`src/rtl/cp0_int_unit.sv`:
```
// CP0 interrupt/exception unit: Status/Cause/EPC registers plus entry/return redirect sequencing.
// Optional macro IRQ_EDGE_LATCH_EN: sticky, rising-edge-latched pending bits cleared by writing 1 to Cause.
module cp0_int_unit #(
    parameter int                 NUM_IRQ    = 4,
    parameter logic [31:0]        VEC_ADDR   = 32'h0000_0008,
    parameter logic [NUM_IRQ-1:0] RESET_MASK = {NUM_IRQ{1'b1}}
) (
    input  logic               clk,
    input  logic               rst,
    input  logic [NUM_IRQ-1:0] irq_i,
    input  logic               exc_req_i,
    input  logic [1:0]         exc_code_i,
    input  logic [31:0]        epc_i,
    input  logic               pc_ifwrite_i,
    input  logic               eret_i,
    input  logic               mtc0_we_i,
    input  logic [4:0]         c0_addr_i,
    input  logic [31:0]        mtc0_data_i,
    output logic [31:0]        mfc0_data_o,
    output logic               redirect_o,
    output logic [31:0]        redirect_pc_o,
    output logic               flush_o,
    output logic               int_taken_o,
    output logic [2:0]         int_id_o
);

    localparam logic [4:0] ADDR_STATUS = 5'd12;
    localparam logic [4:0] ADDR_CAUSE  = 5'd13;
    localparam logic [4:0] ADDR_EPC    = 5'd14;

    typedef enum logic [1:0] {
        IDLE    = 2'd0,
        TAKE    = 2'd1,
        HANDLER = 2'd2,
        RETURN  = 2'd3
    } state_t;

    state_t r_state;
    state_t w_next_state;

    logic               r_ie;
    logic               r_exl;
    logic [NUM_IRQ-1:0] r_mask;
    logic [1:0]         r_code;
    logic [31:0]        r_epc;
    logic               r_entry_int;
    logic [2:0]         r_int_id;
    logic               r_hold_vld;
    logic [1:0]         r_hold_code;
    logic [31:0]        r_hold_epc;

    logic [NUM_IRQ-1:0] w_pending;
    logic [NUM_IRQ-1:0] w_masked;
    logic [2:0]         w_int_id;
    logic               w_accept;
    logic               w_exc_take;
    logic [1:0]         w_exc_code;
    logic [31:0]        w_exc_epc;
    logic               w_int_take;
    logic               w_entry;
    logic               w_eret_take;
    logic               w_hold_load;
    logic               w_status_we;
    logic               w_epc_we;
    logic               w_unused;

    assign w_status_we = mtc0_we_i && (c0_addr_i == ADDR_STATUS);
    assign w_epc_we    = mtc0_we_i && (c0_addr_i == ADDR_EPC);
    assign w_unused    = ^{mtc0_data_i[31:8+NUM_IRQ], mtc0_data_i[7:2]};

`ifdef IRQ_EDGE_LATCH_EN
    logic [NUM_IRQ-1:0] r_irq_q;
    logic [NUM_IRQ-1:0] r_pending;
    logic [NUM_IRQ-1:0] w_clr;

    assign w_clr = (mtc0_we_i && (c0_addr_i == ADDR_CAUSE)) ? mtc0_data_i[8 +: NUM_IRQ] : '0;

    // A new rising edge beats a same-cycle software clear.
    always_ff @(posedge clk or posedge rst) begin
        if (rst) begin
            r_irq_q   <= '0;
            r_pending <= '0;
        end else begin
            r_irq_q   <= irq_i;
            r_pending <= (r_pending & ~w_clr) | (irq_i & ~r_irq_q);
        end
    end

    assign w_pending = r_pending;
`else
    assign w_pending = rst ? '0 : irq_i;
`endif

    assign w_masked = w_pending & r_mask;

    always_comb begin
        w_int_id = 3'd0;
        for (int i = NUM_IRQ - 1; i >= 0; i--) begin
            if (w_masked[i]) begin
                w_int_id = 3'(i);
            end
        end
    end

    // Entries are only accepted outside the redirect cycles; an older held exception goes first.
    always_comb begin
        w_accept    = (r_state == IDLE) || (r_state == HANDLER);
        w_exc_take  = w_accept && (r_hold_vld || exc_req_i);
        w_exc_code  = r_hold_vld ? r_hold_code : exc_code_i;
        w_exc_epc   = r_hold_vld ? r_hold_epc : epc_i;
        w_int_take  = w_accept && !w_exc_take && r_ie && !r_exl && pc_ifwrite_i && (|w_masked);
        w_entry     = w_exc_take || w_int_take;
        w_eret_take = (r_state == HANDLER) && eret_i && !w_entry;
        w_hold_load = exc_req_i && (!w_accept || r_hold_vld);
    end

    always_comb begin
        w_next_state = r_state;
        case (r_state)
            IDLE: begin
                if (w_entry) begin
                    w_next_state = TAKE;
                end
            end
            TAKE: begin
                w_next_state = HANDLER;
            end
            HANDLER: begin
                if (w_entry) begin
                    w_next_state = TAKE;
                end else if (w_eret_take) begin
                    w_next_state = RETURN;
                end
            end
            RETURN: begin
                w_next_state = IDLE;
            end
            default: begin
                w_next_state = IDLE;
            end
        endcase
    end

    always_ff @(posedge clk or posedge rst) begin
        if (rst) begin
            r_state <= IDLE;
        end else begin
            r_state <= w_next_state;
        end
    end

    // Entry and eret own EXL; a coincident mtc0 still updates IE and the mask.
    always_ff @(posedge clk or posedge rst) begin
        if (rst) begin
            r_ie   <= 1'b0;
            r_exl  <= 1'b0;
            r_mask <= RESET_MASK;
        end else begin
            if (w_status_we) begin
                r_ie   <= mtc0_data_i[0];
                r_mask <= mtc0_data_i[8 +: NUM_IRQ];
            end
            if (w_entry) begin
                r_exl <= 1'b1;
            end else if (w_eret_take) begin
                r_exl <= 1'b0;
            end else if (w_status_we) begin
                r_exl <= mtc0_data_i[1];
            end
        end
    end

    // A nested exception (EXL already set) keeps the original return address.
    always_ff @(posedge clk or posedge rst) begin
        if (rst) begin
            r_code      <= 2'b00;
            r_epc       <= 32'd0;
            r_entry_int <= 1'b0;
            r_int_id    <= 3'd0;
        end else begin
            if (w_exc_take) begin
                r_code <= w_exc_code;
            end else if (w_int_take) begin
                r_code <= 2'b00;
            end
            if (w_int_take) begin
                r_epc <= epc_i;
            end else if (w_exc_take && !r_exl) begin
                r_epc <= w_exc_epc;
            end else if (w_epc_we) begin
                r_epc <= mtc0_data_i;
            end
            if (w_entry) begin
                r_entry_int <= w_int_take;
                r_int_id    <= w_int_take ? w_int_id : 3'd0;
            end
        end
    end

    // One-deep buffer is enough: the redirect flush keeps exception requests from arriving back to back.
    always_ff @(posedge clk or posedge rst) begin
        if (rst) begin
            r_hold_vld  <= 1'b0;
            r_hold_code <= 2'b00;
            r_hold_epc  <= 32'd0;
        end else if (w_hold_load) begin
            r_hold_vld  <= 1'b1;
            r_hold_code <= exc_code_i;
            r_hold_epc  <= epc_i;
        end else if (w_exc_take && r_hold_vld) begin
            r_hold_vld <= 1'b0;
        end
    end

    always_comb begin
        mfc0_data_o = 32'd0;
        case (c0_addr_i)
            ADDR_STATUS: begin
                mfc0_data_o[0]             = r_ie;
                mfc0_data_o[1]             = r_exl;
                mfc0_data_o[8 +: NUM_IRQ]  = r_mask;
            end
            ADDR_CAUSE: begin
                mfc0_data_o[3:2]           = r_code;
                mfc0_data_o[8 +: NUM_IRQ]  = w_pending;
            end
            ADDR_EPC: begin
                mfc0_data_o = r_epc;
            end
            default: begin
                mfc0_data_o = 32'd0;
            end
        endcase
    end

    always_comb begin
        redirect_o    = (r_state == TAKE) || (r_state == RETURN);
        flush_o       = redirect_o;
        redirect_pc_o = 32'd0;
        if (r_state == TAKE) begin
            redirect_pc_o = VEC_ADDR;
        end else if (r_state == RETURN) begin
            redirect_pc_o = r_epc;
        end
        int_taken_o = (r_state == TAKE) && r_entry_int;
        int_id_o    = int_taken_o ? r_int_id : 3'd0;
    end

endmodule

```
`config.mk`:
```
export PLATFORM = sky130hd
export DESIGN_NAME = cp0_int_unit
export DESIGN_NICKNAME = d
export VERILOG_FILES = /design/src/rtl/cp0_int_unit.sv
export SDC_FILE = /design/constraint.sdc
export NUM_CORES = 1
export LEC_CHECK = 0
export BUFFER_PORTS_ARGS = -buffer_cell sky130_fd_sc_hd__buf_2
export CAP_MARGIN = 15
export CORE_UTILIZATION = 45
export CTS_CLUSTER_DIAMETER = 150
export DETAILED_ROUTE_END_ITERATION = 6
export PLACE_DENSITY = 0.84
export SETUP_SLACK_MARGIN = 0.5
export SLEW_MARGIN = 20
export SYNTH_ARGS = -nofsm -noshare
export SYNTH_HDL_FRONTEND = slang
export SYNTH_SLANG_ARGS = --single-unit
```
`constraint.sdc`:
```
create_clock -name clk -period 3.4 [get_ports clk]
set_input_delay 0.68 -clock clk [delete_from_list [all_inputs] [get_ports clk]]
set_output_delay 0.68 -clock clk [all_outputs]
set_load 0.05 [all_outputs]
```
Word-level counts from Yosys, hierarchy flattened. Index checks and enable logic that the tools add are counted.

Equal/unequal tests: 8. Muxes and demuxes: 30. Bitwise operators: 1. Reduce and logical (&&, ||, !) cells: 30.

Operators with widths (count): $mux 32 (6); $mux 20 (1); $eq 5x4->1 const B (3); $mux 3 (5); $logic_and 1x1->1 (14); $mux 2 (7); $pmux 4 s3 (1); $mux 4 (2); $pmux 2 s2 (2); $pmux 2 s4 (1); $reduce_bool 3->1 (2); $logic_or 1x1->1 (5); $mux 1 (5); $and 4x4->4 (1); $eq 2x2->1 const B (2); $logic_not 1->1 (4); $reduce_bool 2->1 (2); $reduce_or 4->1 (1); $ne 3x3->1 const B (1); $eq 2x1->1 const B (1); $logic_not 2->1 (1); $ne 2x2->1 const B (1); $reduce_and 2->1 (1).

Register bits: 81. Bits of input ports: 81. Word-level logic and storage cells: 80. Output and inout bits: 70.

Depth between registers and ports, before layout. Gate-level depths: netlist of run 1.

Word-level depth: 15. Mapped depth: 7. Gate-level depth less buffers: 4.

Worst setup path before layout of run 1. OpenSTA, ideal clock, no wires.

Path type: input to output. Start point: in rst. End point: out mfc0_data_o[10]. Data arrival time: 3.223 ns. Data required time: 2.720 ns. Path buffers: 0. Path slack: -0.503 ns. Cell stages on the path: 4. Path through: inv_1 -> and3_1 -> a22oi_1 -> nand2_1.

Longest elaborated chain between the ends: 2.

Ends and longest elaborated chain: start: declaration (RTL line 9) `input logic rst,`; $mux 4 (RTL line 91) `assign w_pending = rst ? '0 : irq_i;`; $pmux 4 s3 (RTL line 217) `case (c0_addr_i)`; end: declaration (RTL line 19) `output logic [31:0] mfc0_data_o,`.

Every way passes these cells.

Worst setup path after layout of run 1.
Start point: in c0_addr_i[4]. End point: out mfc0_data_o[9].

Longest elaborated chain between the ends: 2. Elaborated cells on any way between the ends: 4. Those cells by class: 3 x eq/ne; 1 x mux.

Ends and longest elaborated chain: start: declaration (RTL line 17) `input logic [4:0] c0_addr_i,`; $eq 5x4->1 (RTL line 217); $pmux 4 s3 (*) (RTL line 217).

Every way passes the cells marked *; elsewhere a longest branch is shown, timed or not.

==> results.md, run 1 <==
* Drt drc at 0
* CTS buffer count at 9
* Synth async-reset ratio at 100%
* Vias in the first global route at 4,004
* CP startpoint kind: input pin
* Crit Path Category: in2out
* LEAKAGE at 0.00286 uW
* Layout area overhead at 25.3%
* RSZ-0062 raised after global routing: no
* Final period util at 81.7%
* HP Class: reg2reg
* Sequential-to-total area share from yosys stat at 45.2%
* Power per cell area at 788 nW/um2
* Max-slew violations at 0
* Filler cell count at just over 800
* Nets at ~660
* Final worst slack at 0.624 ns
* Port Buf Inserts at 149
* Worst Clk Skew at roughly 0.011 ns
* Worst-Margin Slew at 0.840 ns
* Share of the synthesized area in the top cell type at 42.8%
* Ports at 151
* Via-to-Cell Ratio at between 5 and 6
* Core area at between 9000 and 10,000 um2
* Area leader, netlist: dfrtp_1
* H-tree depth at 3
* CTS tree: yes
* Synthesized area at 4440 um2
* Initial antenna violation count at 0
* Status: completed
* Flops & latches, synth at 80
* Library cells used by synthesis at 40
* Post-synth EDFFs at 0
* Final Cell Area at 5570 um2
* Area of the multi-input gates at 2190 um2
* Post-Place Setup Slack at 0.631 ns
* Die Height at between 100 and 150 um
* Largest net degree at the start of global routing at 81
* Top cells by count, synth: nand2_1 (80), dfrtp_1 (76), and3_1 (57)
* Final min period at 2.78 ns
* Crit path capture type: primary output
* Arr. time, crit path at about 2.1 ns
* Clk sinks at 80
* Clk pin slew, worst setup/hold paths at 0.07 ns
* Drt first pass iters at 5
* Util after Layout at approximately three fifths
* DP Wirelength at 8730 um
* Cell with the most instances after synthesis: nand2_1
* Initial core utilization at 47.2%
* Antenna cell count at 0
* Critical Path RT at 2.72 ns
* Avg Synthesized Cell Area at slightly below 10 um2
* Synth Flop Type: dfrtp_1
* VDD IR max at 421 uV
* Reg area at around 2000 um2
* Share of cells above drive strength 1 at 40.5%
* YS warnings at 0
* Total global-route track usage at between 20% and 30%
* Iteration-0 DRC Markers at 191
* Die Area at 10,300 um2
* Gpl congestion at about 0.9
* Setup TNS at 0 ns
* Die W at 101 um
* Grt ovf at 0
* # setup viols final at 0
* Post-synthesis cell count at roughly 450
* Synth Net Count at 530
* Rel. slew slack at a little over two fifths
* Clock Path Buffers at 2
* Root Buffer Master: clkbuf_8
* Placed inst area at 5330 um2
* Detailed-route via count at 4,003
* Row cnt at 35
* Final Hold Viols at 0
* Worst-path fanout max at 10
* Global-route wire length before repair at 19,500 um
* Top post-synthesis cells by area: dfrtp_1 (43%), o221ai_2 (10%), and3_1 (8.0%), mux2i_1 (7.9%), nand2_1 (6.8%)
* Max Freq at 360 MHz
* Average routed wire per standard cell at 17.1 um
* Antenna-violating nets left at 0
* Routed wire length at ~12,000 um
* Worst-Skew Late Latency at 0.35 ns
* Number of max-cap violations at 0
-- layout by cell type (no fill, tap or decap), types with 2 or more instances in the layout --
master and n:
nor2_1 6, o221ai_2 30, o21ai_0 33, bufinv_16 3, mux2i_1 35, inv_1 33
a211o_1 2, nand2_4 4, o22ai_1 2, and3_1 55, nor3_1 2, dfrtp_1 75
a22o_1 4, a22oi_1 2, nand3_1 3, buf_2 149, nand2_1 76, clkbuf_8 9
buf_4 9, nor2b_1 3, o221ai_1 2, dfstp_2 4, a22oi_2 4, clkinv_2 2
and2_1 4, mux2_2 8
-- layout make-up --
type | count | area share (%)
clock inverter | 6 | 1.95
inverter | 34 | 2.36
tap | 129 | 2.90
multi-input combinational | 296 | 39.3
clock buffer | 9 | 2.22
timing repair buffer | 160 | 15.2
sequential | 80 | 36.1
-- final timing paths --
check | startpoint | end | slack (ns) | cells past startpoint
worst max-delay path | c0_addr_i[4] | mfc0_data_o[9] | 0.62 | 6
worst max register to register | r_state[0] | r_hold_epc[19] | 1.14 | 4
min in group asynchronous | rst | r_ie | 0.62 | 3
worst min register to register | r_hold_epc[30] | r_hold_epc[30] | 0.49 | 2
worst min-delay path | r_hold_epc[30] | r_hold_epc[30] | 0.49 | 2
max in group asynchronous | rst | r_state[0] | 2.28 | 3
-- through the flow --
stage	hold slack (ns)	std cells	total power, uW
floorplan	0.439	449	3080
global placement	0.450	699	3480
detailed placement	0.471	699	3560
CTS	0.488	714	4400
global route	0.509	714	4650
finish	0.486	714	4390
-- per-layer routing --
metal,global-route usage [%],up-vias,part of all wire (%),routed length [um]
li1,-,1838,-,-
met1,31.8,1988,43,5270
met2,41.0,155,50,6120
met3,3.93,22,4.6,565
met4,11.1,0,2.1,258
met5,0,-,0,0
-- power breakdown --
group          switching [uW]  internal, uW
Sequential                406          1400
Combinational            1100           658
Clock                     347           483
Total                    1850          2540
-- what timing repair did --
action / CTS / global route
endpoints found under the setup margin: 0 / 14
buffers inserted: 0 / 0
hold buffers: 0 / 0
resized for setup: 0 / 1
-- worst max-delay path, stage by stage --
cell and delay (ns):
buf_2 0.10, and3b_1 0.46, and2_1 0.36, nand2_1 0.15, nand2_4 0.09, buf_2 0.25
-- registers in the layout (all words and copies together), names as in the netlist --
| signal | flops |
|---|---|
| r_epc | 32 |
| r_hold_epc | 32 |
| r_mask | 4 |
| r_code | 2 |
| r_hold_code | 2 |
| r_int_id | 2 |
| r_state | 2 |
| r_entry_int | 1 |
| r_exl | 1 |
| r_hold_vld | 1 |
| r_ie | 1 |
-- logic make-up after synthesis --
logic type | after synthesis | synth area share, %
muxes | 43 | 9.91
DFF | 80 | 45.2
adders and majority gates | 1 | 0.225
AOI/OAI and AO/OA | 88 | 18.6
other | 1 | 0.0844
buffers and inverters | 73 | 7.43
and+or+nand+nor | 163 | 18.6
Note: power is estimated with default switching activity, not from simulation.
==> inputs of run 2 (changes only) <==
--- a/config.mk
+++ b/config.mk
@@ -5,12 +5,13 @@
 export SDC_FILE = /design/constraint.sdc
 export NUM_CORES = 1
 export LEC_CHECK = 0
+export ABC_AREA = 1
 export BUFFER_PORTS_ARGS = -buffer_cell sky130_fd_sc_hd__buf_2
 export CAP_MARGIN = 15
 export CORE_UTILIZATION = 45
 export CTS_CLUSTER_DIAMETER = 150
 export DETAILED_ROUTE_END_ITERATION = 6
-export PLACE_DENSITY = 0.84
+export PLACE_DENSITY = 0.79
 export SETUP_SLACK_MARGIN = 0.5
 export SLEW_MARGIN = 20
 export SYNTH_ARGS = -nofsm -noshare
==> constraint.sdc (replaced) <==
create_clock -name clk -period 2.8 [get_ports clk]
set_input_delay 0.56 -clock clk [delete_from_list [all_inputs] [get_ports clk]]
set_output_delay 0.56 -clock clk [all_outputs]
set_load 0.05 [all_outputs]
==> run 2 against run 1 <==
Count of clock-buffer cells in the layout grew 2. Hold slack lost 0.37 ns. Cell count grew 47%. Sequential share of layout area shrank 3.5 points. Utilization shrank 2.1 points. Critical path depth is the same. Routed wire length grew 11%. Via count grew 30%. Design area grew 11%. Register-to-register slack lost 0.35 ns. Worst setup slack lost 0.064 ns. Sequential cell count is the same. Critical path type is now reg2out. Critical endpoint is now int_id_o[0]. Largest cell class unchanged. Largest power group is now combinational cells. Highest routed layer unchanged.
==> results.md, run 2 <==
* Status: completed
* Die Area at 11,500 um2 (+12%)
* Nets at 988 (+49%)
* Post-synth EDFFs at 0 (unchanged)
* Post-synthesis cell count at 778 (+73%)
* YS warnings at 0 (unchanged)
* Final Hold Viols at 0 (unchanged)
* Die Height at 107 um (+5.6%)
* Worst hold margin at 0.115 ns (-0.371 ns)
* Total global-route track usage at 24.7% (+0.032 points)
* Via-to-Cell Ratio at 4.93 (-12%)
* Area of the multi-input gates at 2370 um2 (+8.4%)
* Crit path capture type: primary output
* Most common cell after layout, fill and taps aside: nand2_1
* Synth Flop Type: dfrtp_1
* Cell with the most instances after synthesis: nand2_1
* Antenna-violating nets left at 0 (unchanged)
* VDD IR max at 780 uV (+85%)
* Clk sinks at 80 (unchanged)
* Max-slew violations at 0 (unchanged)
* Final min period at roughly 2.2 ns
* Avg Synthesized Cell Area at 6.39 um2 (-35%)
* LEAKAGE at 0.00355 uW (+24%)
* Share of cells above drive strength 1 at 22.6% (-18 points)
* Grt ovf at 0 (unchanged)
* Library cells used by synthesis at 24 (-40%)
* Top cells by count, synth: nand2_1 (262), inv_1 (116), nand3_1 (107)
* Initial antenna violation count at 0 (unchanged)
* Rel. slew slack at 57.4% (+14 points)
* Clock Path Buffers at 2 (unchanged)
* Filler cell count at 1,061 (+29%)
* Synth async-reset ratio at 100% (unchanged)
* Die W at 107 um (+5.6%)
* Worst-Skew Late Latency at 0.34 ns (about the same)
* Top post-synthesis cells by area: dfrtp_1 (38%), nand2_1 (20%), nand3_1 (11%), inv_1 (8.8%), o21ai_0 (7.7%)
* Slowest cell delay on critical path at 0.44 ns (-0.02 ns)
* Max Freq at 446 MHz
* # setup viols final at 0 (unchanged)
* Clk pin slew, worst setup/hold paths at 0.09 ns (+0.02 ns)
* Vias in the first global route at 4,579 (+14%)
* Worst-path fanout max at 6 (-4)
* Arr. time, crit path at 1.68 ns (-0.42 ns)
* Largest net degree at the start of global routing at 69 (-15%)
* Leading cell types in the layout, fill and taps excluded: nand2_1 (259), buf_2 (128), inv_1 (116)
* RSZ-0062 raised after global routing: yes
* Synthesized area at 4970 um2 (+12%)
* Iteration-0 DRC Markers at 386 (+100%)
* CTS tree: yes
* R2R Setup Slk at 0.79 ns (-0.35 ns)
* H-tree depth at 3 (unchanged)
* Drt drc at 0 (unchanged)
* Core area at 10,800 um2 (+15%)
* Worst-Margin Slew at 0.638 ns (-0.202 ns)
* RR Endpoint: r_epc[3]
* CP max-delay cell: dfrtp_2
* Flops & latches, synth at 80 (unchanged)
* Gpl congestion at 0.887 (+0.48%)
* Sequential-to-total area share from yosys stat at 40.4% (-4.8 points)
* Number of max-cap violations at 0 (unchanged)
* CP startpoint kind: flop
* Drt first pass iters at 5 (unchanged)
* Routed wire length at 13,600 um (+11%)
* Biggest regs: r_epc (32), r_hold_epc (32), r_mask (4)
* Area leader, netlist: dfrtp_1
* Cell count of the worst reg-to-reg path at 8 (+4)
* Detailed-route via count at 5,191 (+30%)
* Share of the synthesized area in the top cell type at 38.3% (-4.5 points)
* Final period util at 80.0%
* Ports at 151 (unchanged)
* Util after Layout at 57.1% (-2.1 points)
* Critical-path cell list: inv_1 > or2_2 > nor2_2 > inv_1 > nor2_2 > clkbuf_4
* R2R Path Start: r_state[0]
* CTS buffer count at 9 (unchanged)
* Row cnt at 38 (+8.6%)
* Layout area overhead at 24.0%
* Port Buf Inserts at 149 (unchanged)
* Global-route wire length before repair at 22,300 um (+15%)
* Reg area at 2010 um2 (about the same)
* Antenna cell count at 0 (unchanged)
* HP Class: in2async
* Power per cell area at 866 nW/um2 (+9.8%)
* Average routed wire per standard cell at 12.9 um (-25%)
* Critical Path RT at 2.24 ns (-0.48 ns)
* DP Wirelength at 9310 um (+6.7%)
* Synth Net Count at 859 (+62%)
* Crit Path Category: reg2out
* Initial core utilization at 46.1% (-1.1 points)
* Setup TNS at 0 ns (unchanged)
* Worst Clk Skew at 0.0104 ns (-0.00108 ns)
* Root Buffer Master: clkbuf_8
run 2: changes by cell type after synthesis, moves of 35 or more:
cell,delta
nand2_1,+182
mux2i_1,-35
o21ai_0,+42
nor2_1,+58
nand3_1,+104
and3_1,-57
inv_1,+82
run 2: worst max-delay path by stage:
stage / start / to / slack (ns)
global placement: c0_addr_i[3] / mfc0_data_o[20] / 0.51
global route: r_state[0] / int_id_o[0] / 0.47
floorplan: r_state[0] / int_id_o[0] / 0.42
detailed placement: c0_addr_i[3] / mfc0_data_o[26] / 0.48
finish: r_state[0] / int_id_o[0] / 0.56
CTS: r_state[0] / int_id_o[0] / 0.50
run 2: area by class of cell:
cell class	count	area share, %
sequential	80	32.6
tap	140	2.84
clock inverter	5	1.30
clock buffer	11	2.29
inverter	118	7.27
timing repair buffer	167	15.1
multi-input combinational	531	38.5
run 2: kinds of logic after synthesis:
| group | share of synthesized area, % |
|---|---|
| flops | 40.4 |
| simple gates | 36.5 |
| compound gates | 9.59 |
| other cells | 0.0754 |
| buf+inv | 13.4 |
run 2: power breakdown:
group / internal [uW] / switching [uW] / leakage, uW
logic: 732 / 1680 / 0.00246
clock network: 526 / 432 / 0.000106
registers: 1670 / 300 / 0.000985
total: 2930 / 2410 / 0.00355
run 2: layer usage:
metal | GRT usage [%] | wire length (um)
met1 | 35.1 | 6350
met2 | 39.8 | 6250
met3 | 2.43 | 833
met4 | 7.24 | 144
met5 | 0 | 0
run 2: repair_timing:
item                                    in CTS  in global routing
hold buffers                                 0                  0
gates resized for setup                     21                  5
setup buffers                                0                  3
endpoints found under the setup margin      44                 39
run 2: stage by stage:
stage	total power, uW	worst slack [ns]	std cells	cell area (um2)
after floorplan	3780	0.415	778	5020
after global placement	4280	0.512	1033	5850
after detailed placement	4340	0.479	1033	5850
after CTS	5320	0.502	1049	6120
after global routing	5780	0.471	1052	6160
final	5330	0.560	1052	6160
run 2: worst max-delay path: cells and delay by family (launching register included):
| family | cells | cell delay [ns] |
|---|---|---|
| DFF | 1 | 0.44 |
| and+or+nand+nor | 3 | 0.48 |
| buffers and inverters | 3 | 0.42 |
